**src/rtl/updown_counter_bounded.sv**
```systemverilog
// updown_counter_bounded
//
// Parametrised up/down counter. Its lower and upper bounds and its step size
// can be changed at runtime. At a bound the counter either wraps or
// saturates; SATURATE selects which, per instance.
//
// Parameters:
//   WIDTH       - width of the count, load value, step and bound buses
//   SATURATE    - 0: wrap at the bounds, 1: clamp at the bounds
//   RESET_VALUE - value of count after reset
//
// Ports:
//   clk         - clock; state updates on the rising edge
//   rst         - asynchronous active-low reset
//   enable      - count step enable
//   up          - 1: count up, 0: count down
//   count_load  - synchronous load request; it wins over enable
//   load_value  - value to load, clamped into [min_value, max_value]
//   step        - increment/decrement magnitude
//   min_value   - inclusive lower bound
//   max_value   - inclusive upper bound
//   count       - registered count
//   at_min      - count == min_value (combinational)
//   at_max      - count == max_value (combinational)
//   ovf         - registered one-cycle pulse on an upward bound crossing
//   unf         - registered one-cycle pulse on a downward bound crossing
//   cfg_err     - min_value > max_value (combinational); the counter freezes

module updown_counter_bounded #(
    parameter int unsigned      WIDTH       = 8,
    parameter bit               SATURATE    = 1'b0,
    parameter logic [WIDTH-1:0] RESET_VALUE = '0
) (
    input  logic             clk,
    input  logic             rst,
    input  logic             enable,
    input  logic             up,
    input  logic             count_load,
    input  logic [WIDTH-1:0] load_value,
    input  logic [WIDTH-1:0] step,
    input  logic [WIDTH-1:0] min_value,
    input  logic [WIDTH-1:0] max_value,
    output logic [WIDTH-1:0] count,
    output logic             at_min,
    output logic             at_max,
    output logic             ovf,
    output logic             unf,
    output logic             cfg_err
);

    // Operands widened by one bit so that sums never truncate.
    logic [WIDTH:0] count_x;
    logic [WIDTH:0] step_x;
    logic [WIDTH:0] min_x;
    logic [WIDTH:0] max_x;
    logic [WIDTH:0] up_sum;
    logic [WIDTH:0] down_floor;

    assign count_x    = {1'b0, count};
    assign step_x     = {1'b0, step};
    assign min_x      = {1'b0, min_value};
    assign max_x      = {1'b0, max_value};
    assign up_sum     = count_x + step_x;
    // count - step >= min is rewritten as count >= min + step, which avoids a borrow.
    assign down_floor = min_x + step_x;

    assign at_min  = (count == min_value);
    assign at_max  = (count == max_value);
    assign cfg_err = (min_value > max_value);

    logic [WIDTH-1:0] count_next;
    logic             ovf_next;
    logic             unf_next;

    always_comb begin
        count_next = count;
        ovf_next   = 1'b0;
        unf_next   = 1'b0;
        if (!cfg_err) begin
            if (count_load) begin
                if (load_value < min_value) begin
                    count_next = min_value;
                end else if (load_value > max_value) begin
                    count_next = max_value;
                end else begin
                    count_next = load_value;
                end
            end else if (enable && (step != '0)) begin
                if (up) begin
                    if (count > max_value) begin
                        // The bounds moved under the counter: pull it back in silently.
                        count_next = max_value;
                    end else if (up_sum <= max_x) begin
                        count_next = up_sum[WIDTH-1:0];
                    end else if (SATURATE) begin
                        count_next = max_value;
                        ovf_next   = (count != max_value);
                    end else begin
                        count_next = min_value;
                        ovf_next   = 1'b1;
                    end
                end else begin
                    if (count < min_value) begin
                        count_next = min_value;
                    end else if (count_x >= down_floor) begin
                        count_next = count - step;
                    end else if (SATURATE) begin
                        count_next = min_value;
                        unf_next   = (count != min_value);
                    end else begin
                        count_next = max_value;
                        unf_next   = 1'b1;
                    end
                end
            end
        end
    end

    always_ff @(posedge clk or negedge rst) begin
        if (!rst) begin
            count <= RESET_VALUE;
            ovf   <= 1'b0;
            unf   <= 1'b0;
        end else begin
            count <= count_next;
            ovf   <= ovf_next;
            unf   <= unf_next;
        end
    end

endmodule

```
**config.mk**
```make
export PLATFORM = sky130hd
export DESIGN_NAME = updown_counter_bounded
export DESIGN_NICKNAME = d
export VERILOG_FILES = /design/src/rtl/updown_counter_bounded.sv
export SDC_FILE = /design/constraint.sdc
export NUM_CORES = 1
export LEC_CHECK = 0
export BUFFER_PORTS_ARGS = -buffer_cell sky130_fd_sc_hd__buf_2
export CELL_PAD_IN_SITES_DETAIL_PLACEMENT = 0
export CELL_PAD_IN_SITES_GLOBAL_PLACEMENT = 1
export CORE_MARGIN = 10
export CORE_UTILIZATION = 48
export CTS_BUF_LIST = sky130_fd_sc_hd__clkbuf_8
export CTS_CLUSTER_SIZE = 28
export DETAILED_ROUTE_END_ITERATION = 8
export PLACE_DENSITY_LB_ADDON = 0.08
export SETUP_SLACK_MARGIN = 0.02
export SYNTH_ARGS = -nofsm -noshare
export SYNTH_HDL_FRONTEND = slang
export SYNTH_SLANG_ARGS = --single-unit
```
**constraint.sdc**
```tcl
create_clock -name clk -period 11 [get_ports clk]
set_clock_uncertainty 0.15 [all_clocks]
set_input_delay 1.1 -clock clk [delete_from_list [all_inputs] [get_ports clk]]
set_output_delay 1.1 -clock clk [all_outputs]
set_load 0.02 [all_outputs]
```
# Word-level counts from Yosys, hierarchy flattened
# Index checks and enable logic that the tools add are counted.
[classes]
div_mod_pow = 0
reduce_logical = 4
eq_ne = 2
mul = 0
n_mux = 21
magnitude_cmp = 7
bitwise = 1
n_shift = 0
add_sub_neg = 3
[op_table]
columns = ["op", "n"]
rows = [
  ["2-to-1 mux 8 bit", 9],
  ["greater-than comparator 8 bit", 3],
  ["adder 8 x 8 -> 9 bit", 2],
  ["equality test 8 bit", 2],
  ["less-than comparator 8 bit", 2],
  ["2-to-1 mux 1 bit", 12],
  [">= comparator 8 x 9 -> 1 bit", 1],
  ["<= comparator 9 x 8 -> 1 bit", 1],
  ["nonzero test 8 bit", 1],
  ["subtractor 8 bit", 1],
  ["AND reduction 2 bit", 1],
  ["nonzero test 2 bit", 1],
  ["logical AND 1 bit", 1],
  ["NOT 1 bit", 1],
]
[totals]
ramBits = 0
register_bits = 10
inputBits = 37
output_inout_bits = 13
latch_bits = 0
rom_bits = 0
n_memories = 0

# Logic depth before layout (Yosys ltp)
# Gate-level depths: netlist (run 1).
[depth]
word_depth = 8
ltp_mapped = 16

# Worst setup path before layout (run 1)
# OpenSTA, ideal clock, no wires.
[synth_timing]
path_kind = "input port to flip-flop"
startpoint = "input step[0]"
endpoint = "register count[6]"
setup_time_ns = 0.139
cell_stages = 13
arrival_ns = 4.125
required_time_ns = 10.711
path_slack_ns = 6.586
cell_sequence = "ha_1 > inv_1 > fa_1 > o21bai_1 > a2111oi_1 > xor2_1 > ha_1 > or4_4 > a2111oi_4 > o2bb2ai_2 > mux2_4 > a2111oi_2 > a311oi_1"
[synth_between]
elab_chain_len = 7
[synth_lines]
columns = ["item", "line", "rtl"]
rows = [
  ["from (decl)", "40", "input logic [WIDTH-1:0] step,"],
  ["adder 8 x 8 -> 9 bit, on equally long branches", "65, 63", ""],
  [">= comparator 8 x 9 -> 1 bit / <= comparator 9 x 8 -> 1 bit (equally long branches)", "105, 93", ""],
  ["2-to-1 mux 8 bit, on equally long branches", "105, 93", ""],
  ["2-to-1 mux 8 bit, on equally long branches", "103, 90", ""],
  ["2-to-1 mux 8 bit", "89", "if (up) begin"],
  ["2-to-1 mux 8 bit", "88", "end else if (enable && (step != '0)) begin"],
  ["2-to-1 mux 8 bit", "80", "if (count_load) begin"],
  ["to (signal assigned)", "125", "count <= count_next;"],
  ["to (decl)", "43", "output logic [WIDTH-1:0] count,"],
]
# Several ways; a longest one is shown, not always the timed one. The select of a mux whose other input is x is not followed.
# A chain may end at the register's enable or synchronous reset.

# Worst setup path in the final report (run 1)
[layout_timing]
startpoint = "input step[5]"
endpoint = "register count[6]"
# The elaborated chain is that of the path after synthesis.

==> results of run 1 <==
cell type report:
class | instances | area, um2 | share of cell area
Inverter | 39 | 146 | 0.0404
Clock buffer | 4 | 55.1 | 0.0152
Multi-Input combinational cell | 352 | 2830 | 0.781
Tap cell | 77 | 96.3 | 0.0266
Sequential cell | 10 | 250 | 0.0691
Timing Repair Buffer | 49 | 245 | 0.0677
layer usage:
metal,global-route usage,vias to the layer above,share of wire
li1,-,1637,-
met1,0.322,1616,0.48
met2,0.342,136,0.44
met3,0.0290,12,0.070
met4,0.0141,0,0.0080
met5,0,-,0
synthesized netlist by cell type (3+ instances only):
cell type,n,area share
ha_1,78,0.30
inv_1,39,0.045
a21oi_1,38,0.058
o21ai_0,24,0.037
nor2_1,23,0.026
nand2_1,18,0.021
nand3_1,15,0.023
nor2b_1,11,0.021
dfrtp_1,10,0.077
mux2i_1,9,0.028
nor3_1,9,0.014
xnor2_1,8,0.022
nand4_1,7,0.013
o211ai_1,7,0.016
xor2_1,7,0.019
a21o_1,6,0.014
nand2b_1,6,0.012
o21bai_1,6,0.014
a211oi_1,4,0.0092
a221o_1,4,0.012
o21a_1,4,0.0092
a22oi_1,3,0.0069
a31oi_1,3,0.0058
fa_1,3,0.018
nand3b_1,3,0.0069
nor4_1,3,0.0058
o2111ai_1,3,0.0081
o31a_1,3,0.0081
worst paths after layout:
path | slack (ns) | to | from | cells past startpoint
worst max-delay path | 6.18 | count[6] | step[5] | 13
worst max register to register | 6.60 | count[6] | count[5] | 11
max in group asynchronous | 9.93 | unf | rst | 1
worst min-delay path | 0.56 | count[3] | rst | 1
min in group clk | 0.60 | count[0] | count[0] | 2
worst min register to register | 0.60 | count[0] | count[0] | 2
kinds of logic (layout without fill, tap and decap cells):
logic type,after synthesis,in the layout,share of synthesized area
buf+inv,45,92,0.0549
xor+xnor,15,15,0.0403
compound gates,133,133,0.286
simple gates,111,111,0.184
fa+ha+maj,81,81,0.318
mux,12,12,0.0392
flops,10,10,0.0768
power by group:
part           internal, mW  switching, mW
logic                 0.226          0.321
registers            0.0482         0.0374
clock network        0.0316         0.0166
state kept, by name, summed over array words and instances, names as in the netlist:
register  count
count         8
ovf           1
unf           1
==> metrics.txt, run 1 <==
run status=completed; die width=between 100 and 150 um; Core Footprint=6460 um2; GR Util All Layers=0.219; DIE HEIGHT=roughly 100 um; Filler Cell Count=between 600 and 700; ratio of cells with drive above 1 in the final layout=0.145; num ports=50; P per Cell Area=between 150 and 200 nW/um2; synthesized flop and latch total=10; commonest non-fill, non-tap cell in the layout=ha_1; WL per Instance=between 20 and 25 um; vias in the first global route=between 3k and 4k; Cells after DPL=527; largest net degree at the start of global routing=13; Final Hold Fails=0; Ys Warns=0; shortest period the worst path allows=just under 5 ns; gr ovfl total=0; final setup vio count=0; Placed Area=between 3000 and 4000 um2; Routed WL=around 12,000 um; Slew HR=0.173; kind of critical path=input pin to flip-flop; final cell count without fillers=about 530; Worst-Margin Slew=approximately 1.2 ns; hold_ws=approximately 0.56 ns; PortBufs=slightly below 50; VDD IR max=0.121 mV; WP data arrival=between 4 and 5 ns; # rows=29; Layout area overhead=11.2%; Placer Congestion=between 0.9 and 1; fmax=slightly above 200 MHz; Worst Hold Class=input pin to asynchronous set/reset pin; top fanout value on the critical path=12; Die Area=~10,000 um2; CTS root buf=clkbuf_8; total inserted antenna cells=0; CTS tree=done; Post-synth EDFFs=0; power consumption=681 uW; crit share post-route=0.438; crit start category=input pin; TritonCTS Buffers=3; Seq/Total Area, Yosys=0.0768; Post-CTS Setup Inserts=0; most frequent cells in the layout=ha_1, buf_2, inv_1; Synth cell types=67; Final Util=0.561; Layout Cell Area excl Fill=around 3600 um2; final max-slew violation count=0; drc violations=0; Clock Latency Late Sink=about 0.25 ns; Initial DRC Count=349; CP cell instances=buf_2 > inv_1 > ha_1 > nor3_1 > a2111oi_1 > xor2_1 > ha_1 > or4_4 > a2111oi_4 > o2bb2ai_2 > mux2_4 > a2111oi_2 > a311oi_1; RSZ-0062 raised after global routing=no; final worst setup slack=6.18 ns; pre-CTS WS=between 5 and 6 ns; setup TNS=0 ns; Post-CTS Resized=0; Cells after Synth=about 410; CTS Hold Bufs=0; Final ANT Viol Nets=0; clk slew on worst S/H paths=approximately 0.05 ns; MaxCap Viol Count=0; Post-Synthesis Cell Area=3260 um2; # clock sinks=10; CP Data Required Time=~11 ns; hpwl dp=approximately 9700 um; TritonRoute pass-1 iters=5; initial antenna violation count=0; Buf/Inv on CP=2; Via Count=between 3k and 4k; top_reg_cell synth=dfrtp_1; Post-Syn Nets=525; routed vias/inst=about 6.4; Initial Utilization=0.504; synthesized area per cell=about 8 um2; LEAKAGE=~1.8 nW; CP top delay family=compound AO/OA/AOI/OAI gates; first-pass GRT wire length=between 15,000 and 20,000 um; number of H-tree levels=1; Worst Setup End Kind=flip-flop; max incr delay on CP=0.62 ns; CTS max path bufs=2; NumNets Final=573; Async SR Flop Fraction=1.00; CP dominant cell by count=ha_1; slowest CP cell=a2111oi_1
Power figures use the tool's default switching activity.
==> run 2, diff against run 1 <==
--- a/config.mk
+++ b/config.mk
@@ -5,11 +5,12 @@
 export SDC_FILE = /design/constraint.sdc
 export NUM_CORES = 1
 export LEC_CHECK = 0
+export ABC_AREA = 1
 export BUFFER_PORTS_ARGS = -buffer_cell sky130_fd_sc_hd__buf_2
 export CELL_PAD_IN_SITES_DETAIL_PLACEMENT = 0
 export CELL_PAD_IN_SITES_GLOBAL_PLACEMENT = 1
 export CORE_MARGIN = 10
-export CORE_UTILIZATION = 48
+export CORE_UTILIZATION = 39
 export CTS_BUF_LIST = sky130_fd_sc_hd__clkbuf_8
 export CTS_CLUSTER_SIZE = 28
 export DETAILED_ROUTE_END_ITERATION = 8
==> constraint.sdc (replaced) <==
create_clock -name clk -period 4.17 [get_ports clk]
set_clock_uncertainty 0.15 [all_clocks]
set_input_delay 0.417 -clock clk [delete_from_list [all_inputs] [get_ports clk]]
set_output_delay 0.417 -clock clk [all_outputs]
set_load 0.02 [all_outputs]
==> run 2 against run 1 <==
Against the previous run: design area increased by 6.1%; sequential share of layout area shrank 0.40 points; combinational power grew to 2.7 times the previous value; worst setup slack got worse by 5.8 ns; critical path type is now flip-flop to flip-flop; critical endpoint is now count[2]; count of clock-buffer cells in the layout unchanged; global-route usage fell by 3.3 points; die area increased by 24%; synthesized cell count is 29% higher; via count rose by 6.8%; largest cell class unchanged; clock power rose to 2.6 times the previous value.
==> metrics.txt, run 2 <==
top fanout value on the critical path=10 (-2); # rows=34 (+17%); PortBufs=49 (unchanged); Final Hold Fails=0 (unchanged); drc violations=0 (unchanged); Placed Area=3780 um2 (+5.9%); Post-Synthesis Cell Area=3450 um2 (+6.0%); Async SR Flop Fraction=1.00 (unchanged); Initial DRC Count=201 (-42%); hpwl dp=10,100 um (+3.6%); Slew HR=0.640 (+0.467); WP data arrival=3.75 ns (-1.03 ns); CP startpoint=count[1]; CP Data Required Time=4.15 ns (-6.81 ns); NumNets Final=692 (+21%); Post-synth EDFFs=0 (unchanged); max incr delay on CP=0.59 ns (-0.03 ns); largest net degree at the start of global routing=17 (+4); Comb pwr share=0.816 (+0.013); Seq pwr share=0.114 (-0.012); Cells after Synth=527 (+29%); first-pass GRT wire length=19,600 um (+11%); Clock power frac=0.070 (about the same); clk slew on worst S/H paths=0.05 ns (about the same); CTS tree=done; vias in the first global route=3,660 (+17%); r2r startpoint=count[1]; kind of critical path=flip-flop to flip-flop; Synth cell types=38 (-43%); total inserted antenna cells=0 (unchanged); Buf/Inv on CP=3 (+1); GR Util All Layers=0.186 (-0.0327); Die Area=13,000 um2 (+24%); WL per Instance=17.8 um (-19%); MaxCap Viol Count=0 (unchanged); TritonRoute pass-1 iters=5 (unchanged); Worst-Margin Slew=0.539 ns (-0.684 ns); top-count cell post-synth=nand2_1; Largest Register=count; CP top delay family=simple AND/OR/NAND/NOR gates; routed vias/inst=5.33 (-17%); Post-CTS Resized=0 (unchanged); largest cells by area after synthesis=ha_1, nand2_1, inv_1; DIE HEIGHT=114 um (+11%); LEAKAGE=2.21 nW (+24%); Filler Cell Count=956 (+48%); CTS max path bufs=2 (unchanged); initial antenna violation count=0 (unchanged); CTS root buf=clkbuf_8; Post-Syn Nets=645 (+23%); die width=114 um (+11%); synthesized area per cell=6.56 um2 (-18%); Layout Cell Area excl Fill=3840 um2 (+6.1%); post-synth top area cell=ha_1; Ys Warns=0 (unchanged); shortest period the worst path allows=around 3.8 ns; Top Registers=count: 8 flops, ovf: 1 flops, unf: 1 flops; run status=completed; top_reg_cell synth=dfrtp_1; Clock Latency Late Sink=0.24 ns (about the same); Int Pwr=724 uW (+140%); num ports=50 (unchanged); number of flip-flops in the largest register=8 (unchanged); P per Cell Area=470 nW/um2 (+150%); Layout area overhead=11.3% (about the same); commonest non-fill, non-tap cell in the layout=nand2_1; crit start category=flip-flop; final setup vio count=0 (unchanged); Psw=1.08 mW (+190%); Seq/Total Area, Yosys=0.0724 (-0.00437); number of H-tree levels=1 (unchanged); fmax=265 MHz; Core Footprint=8680 um2 (+34%); Final Util=0.443 (-0.118); gr ovfl total=0 (unchanged); Via Count=3,633 (+6.8%); most frequent cells in the layout=nand2_1, inv_1, ha_1; Worst Hold Class=input pin to asynchronous set/reset pin; CP dominant cell by count=nand2_1; Initial Utilization=0.398 (-0.106); pre-CTS WS=0.419 ns (-5.56 ns); final max-slew violation count=0 (unchanged); VDD IR max=0.184 mV (+51%); TritonCTS Buffers=3 (unchanged); Final ANT Viol Nets=0 (unchanged); setup TNS=0 ns (unchanged); crit share post-route=0.905; Post-CTS Setup Inserts=0 (unchanged); synthesized flop and latch total=10 (unchanged); Synth top cells by count=nand2_1, ha_1, inv_1, nand3_1, a21oi_1; Placer Congestion=0.898 (-8.0%); CTS Hold Bufs=1 (+1); RSZ-0062 raised after global routing=no; ratio of cells with drive above 1 in the final layout=0.136 (-0.00925); final worst setup slack=0.397 ns (-5.78 ns); fraction of post-synthesis cell area in the top cell type by area=0.283 (-0.0170); # clock sinks=10 (unchanged); Routed WL=12,100 um (+3.8%); Sw Ratio=0.599 (+0.0483); slowest CP cell=dfrtp_1; Worst Setup End Kind=flip-flop
-- run 2: cell count changes after synthesis, moves of 7 or more --
cell / previous run / this run
inv_1: 39 / 78
mux2i_1: 9 / 0
nand2_1: 18 / 137
nand3_1: 15 / 51
nor2_1: 23 / 16
nor2b_1: 11 / 0
nor3_1: 9 / 1
o211ai_1: 7 / 16
o21ai_0: 24 / 12
o21ai_1: 1 / 8
xor2_1: 7 / 14
-- run 2: metrics by stage --
step	power (mW)	hold WS (ns)	cells
floorplan	1.27	-0.0286	527
global placement	1.66	0.154	676
detailed placement	1.67	0.155	676
CTS	1.81	0.440	681
global route	2.02	0.465	681
finish	1.81	0.433	681
-- run 2: cell type report --
cell class / instances / area (um2) / share of cell area
flip-flops and latches: 10 / 250 / 0.0651
clock buffers: 4 / 55.1 / 0.0143
well taps: 108 / 135 / 0.0352
inverters: 86 / 323 / 0.0840
repair buffers: 51 / 263 / 0.0684
multi-input cells: 422 / 2820 / 0.733
-- run 2: kinds of logic (layout without fill, tap and decap cells) --
group                      after synthesis  in the layout  synth area share
and+or+nand+nor                        231            231             0.302
DFF                                     10             10            0.0724
buffers and inverters                   95            141             0.112
adders and majority gates               81             81             0.300
xor gates and xnor gates                16             16            0.0406
AOI/OAI and AO/OA                       94             94             0.173
-- run 2: worst reg2reg max path: stages (launching register included) --
cell and delay, ns:
dfrtp_1 0.59, inv_1 0.16, fa_1 0.49, nor2_4 0.13
o21ai_2 0.06, nand2_2 0.07, xor2_1 0.22, inv_1 0.07
ha_1 0.29, nand2_1 0.11, inv_1 0.05, nand2_1 0.06
nand3_1 0.08, nand2_1 0.06, nand2_1 0.05, nand2_1 0.05
nand2_1 0.05, nand2_2 0.19, nand2_4 0.14, nand2_1 0.15
nand3_1 0.08, nand2_1 0.08, nand2_1 0.05, nand2_1 0.07
nand2_1 0.06, nand2_1 0.06, nand2_1 0.05
-- run 2: power by group through the flow --
| stage | registers (mW) | logic, mW | clock network (mW) |
|---|---|---|---|
| 2_1_floorplan | 0.201 | 1.07 | 0 |
| 3_3_place_gp | 0.204 | 1.46 | 0 |
| 3_5_place_dp | 0.205 | 1.47 | 0 |
| 4_1_cts | 0.204 | 1.48 | 0.127 |
| 5_1_grt | 0.210 | 1.68 | 0.133 |
| 6_report | 0.206 | 1.47 | 0.127 |
-- run 2: worst paths after layout --
kind	endpoint	slack, ns	cells past startpoint
worst max-delay path	count[2]	0.40	26
worst min-delay path	ovf	0.43	2
worst max register to register	count[2]	0.40	26
worst min register to register	count[0]	0.47	2
max in group asynchronous	count[0]	3.21	2
min in group clk	count[3]	0.46	7
-- run 2: per-layer routing --
layer  global-route usage  vias up  share of wire
met5                    0        -              0
met4               0.0226        0         0.0092
met3               0.0299       10          0.062
met2                0.308      104           0.46
met1                0.254     1665           0.47
li1                     -     1854              -
==> run 3, diff against run 2 <==
--- a/config.mk
+++ b/config.mk
@@ -9,7 +9,7 @@
 export BUFFER_PORTS_ARGS = -buffer_cell sky130_fd_sc_hd__buf_2
 export CELL_PAD_IN_SITES_DETAIL_PLACEMENT = 0
 export CELL_PAD_IN_SITES_GLOBAL_PLACEMENT = 1
-export CORE_MARGIN = 10
+export CORE_MARGIN = 5
 export CORE_UTILIZATION = 39
 export CTS_BUF_LIST = sky130_fd_sc_hd__clkbuf_8
 export CTS_CLUSTER_SIZE = 28
==> run 3 against run 2 <==
Against the previous run: count of clock-buffer cells in the layout is the same; worst setup slack got worse by 0.010 ns; largest cell class unchanged; hold slack lost 0.0034 ns; register-to-register slack about the same; via count decreased by 0.77%; highest routed layer unchanged; critical endpoint is now count[0].
==> metrics.txt, run 3 (synthesis gave the netlist of run 2 again) <==
routed vias/inst=5.29 (-0.77%); DIE HEIGHT=104 um (-8.8%); Placer Congestion=0.887 (-1.2%); kind of critical path=flip-flop to flip-flop; power consumption=1.80 mW (-0.30%); crit start category=flip-flop; TritonRoute pass-1 iters=5 (unchanged); CTS max path bufs=2 (unchanged); PortBufs=49 (unchanged); most frequent cells in the layout=nand2_1, inv_1, ha_1; Worst-Margin Slew=0.518 ns (-0.0218 ns); final max-slew violation count=0 (unchanged); # clock sinks=10 (unchanged); P per Cell Area=469 nW/um2 (-0.30%); CTS tree=done; Final Util=0.443 (unchanged); Worst Hold Class=input pin to asynchronous set/reset pin; Via Count=3,605 (-0.77%); r2r startpoint=count[1]; drc violations=0 (unchanged); GR Util All Layers=0.214 (+0.0278); Die Area=10,800 um2 (-17%); number of H-tree levels=1 (unchanged); Largest Register=count; NumNets Final=692 (unchanged); Top Registers=count: 8 flops, ovf: 1 flops, unf: 1 flops; total inserted antenna cells=0 (unchanged); LEAKAGE=2.21 nW (unchanged); Initial Utilization=0.398 (unchanged); CP startpoint=count[1]; hold_ws=0.430 ns (-0.00339 ns); RSZ-0062 raised after global routing=no; Final Hold Fails=0 (unchanged); WP data arrival=3.77 ns (+0.02 ns); Placed Area=3780 um2 (unchanged); number of flip-flops in the largest register=8 (unchanged); clk slew on worst S/H paths=0.06 ns (about the same); Clock Latency Late Sink=0.25 ns (about the same); commonest non-fill, non-tap cell in the layout=nand2_1; CTS root buf=clkbuf_8; num ports=50 (unchanged); Core Footprint=8680 um2 (unchanged); crit share post-route=0.907 (+0.00249); Layout Cell Area excl Fill=3840 um2 (unchanged); vias in the first global route=3,537 (-3.4%); initial antenna violation count=0 (unchanged); MaxCap Viol Count=0 (unchanged); hpwl dp=9720 um (-3.5%); setup TNS=0 ns (unchanged); run status=completed; gr ovfl total=0 (unchanged); Worst Setup End Kind=flip-flop; Slew HR=0.654 (+0.0145); fmax=264 MHz (-0.27%); TritonCTS Buffers=3 (unchanged); ratio of cells with drive above 1 in the final layout=0.136 (unchanged); Initial DRC Count=202 (+0.50%); # rows=34 (unchanged); top fanout value on the critical path=10 (unchanged); VDD IR max=0.264 mV (+43%); final setup vio count=0 (unchanged); die width=104 um (-8.8%); CP Data Required Time=4.16 ns (about the same); Final ANT Viol Nets=0 (unchanged); Filler Cell Count=960 (+0.42%); largest net degree at the start of global routing=17 (unchanged); Routed WL=11,800 um (-2.9%); shortest period the worst path allows=3.78 ns (+0.0104 ns); WL per Instance=17.3 um (-2.9%); Layout area overhead=11.3% (unchanged); first-pass GRT wire length=18,600 um (-5.0%)
## run 3: cell counts in the layout (fill, tap and decap cells not counted)
No cell type changed its count.
## run 3: worst max-delay path, stage by stage, from the launching register on
cell,delay [ns]
dfrtp_1,0.57
inv_1,0.16
fa_1,0.49
nor2_4,0.13
o21ai_2,0.06
nand2_2,0.07
xor2_1,0.25
inv_1,0.08
ha_1,0.29
nand2_1,0.10
inv_1,0.05
nand2_1,0.06
nand3_1,0.07
nand2_1,0.06
nand2_1,0.04
nand2_1,0.05
nand2_1,0.05
nand2_2,0.19
nand2_4,0.15
nand2_1,0.14
nand3_1,0.08
nand2_1,0.09
nand2_1,0.05
nand2_1,0.07
nand2_1,0.06
nand2_1,0.06
nand2_1,0.05
## run 3: final timing paths
path | end | slack (ns) | depth (start not counted)
worst min register to register | count[0] | 0.45 | 2
worst min-delay path | unf | 0.43 | 2
worst max register to register | count[0] | 0.39 | 26
worst max-delay path | count[0] | 0.39 | 26
max in group asynchronous | count[3] | 3.22 | 2
min in group clk | count[0] | 0.45 | 2
## run 3: stage by stage
step	std cells	worst slack (ns)
after floorplan	527	0.969
after global placement	676	0.382
after detailed placement	676	0.323
after CTS	681	0.389
after global routing	681	0.0582
final	681	0.386
## run 3: layout make-up
class	instances	area [um2]	share of cell area
multi-input cells	422	2820	0.733
clock buffers	4	55.1	0.0143
well taps	108	135	0.0352
flip-flops and latches	10	250	0.0651
repair buffers	51	263	0.0684
inverters	86	323	0.0840
## run 3: report_power, final
| group | total [mW] | internal, mW | switching (mW) |
|---|---|---|---|
| combinational | 1.47 | 0.516 | 0.951 |
| clock | 0.133 | 0.0837 | 0.0490 |
| sequential | 0.203 | 0.124 | 0.0790 |
| total | 1.80 | 0.723 | 1.08 |
## run 3: layer usage
metal	track usage	routed length [um]	vias to the layer above
met5	0	0	-
met4	0.0620	367	0
met3	0.0286	621	27
met2	0.342	5240	107
met1	0.299	5540	1620
li1	-	-	1851
## run 3: what timing repair did
action                                  4_1_cts  5_1_grt
hold endpoints to repair                     10        0
gates resized for setup                       0        0
hold buffers                                  1        0
endpoints found under the setup margin        0        0
buffers inserted                              0        0
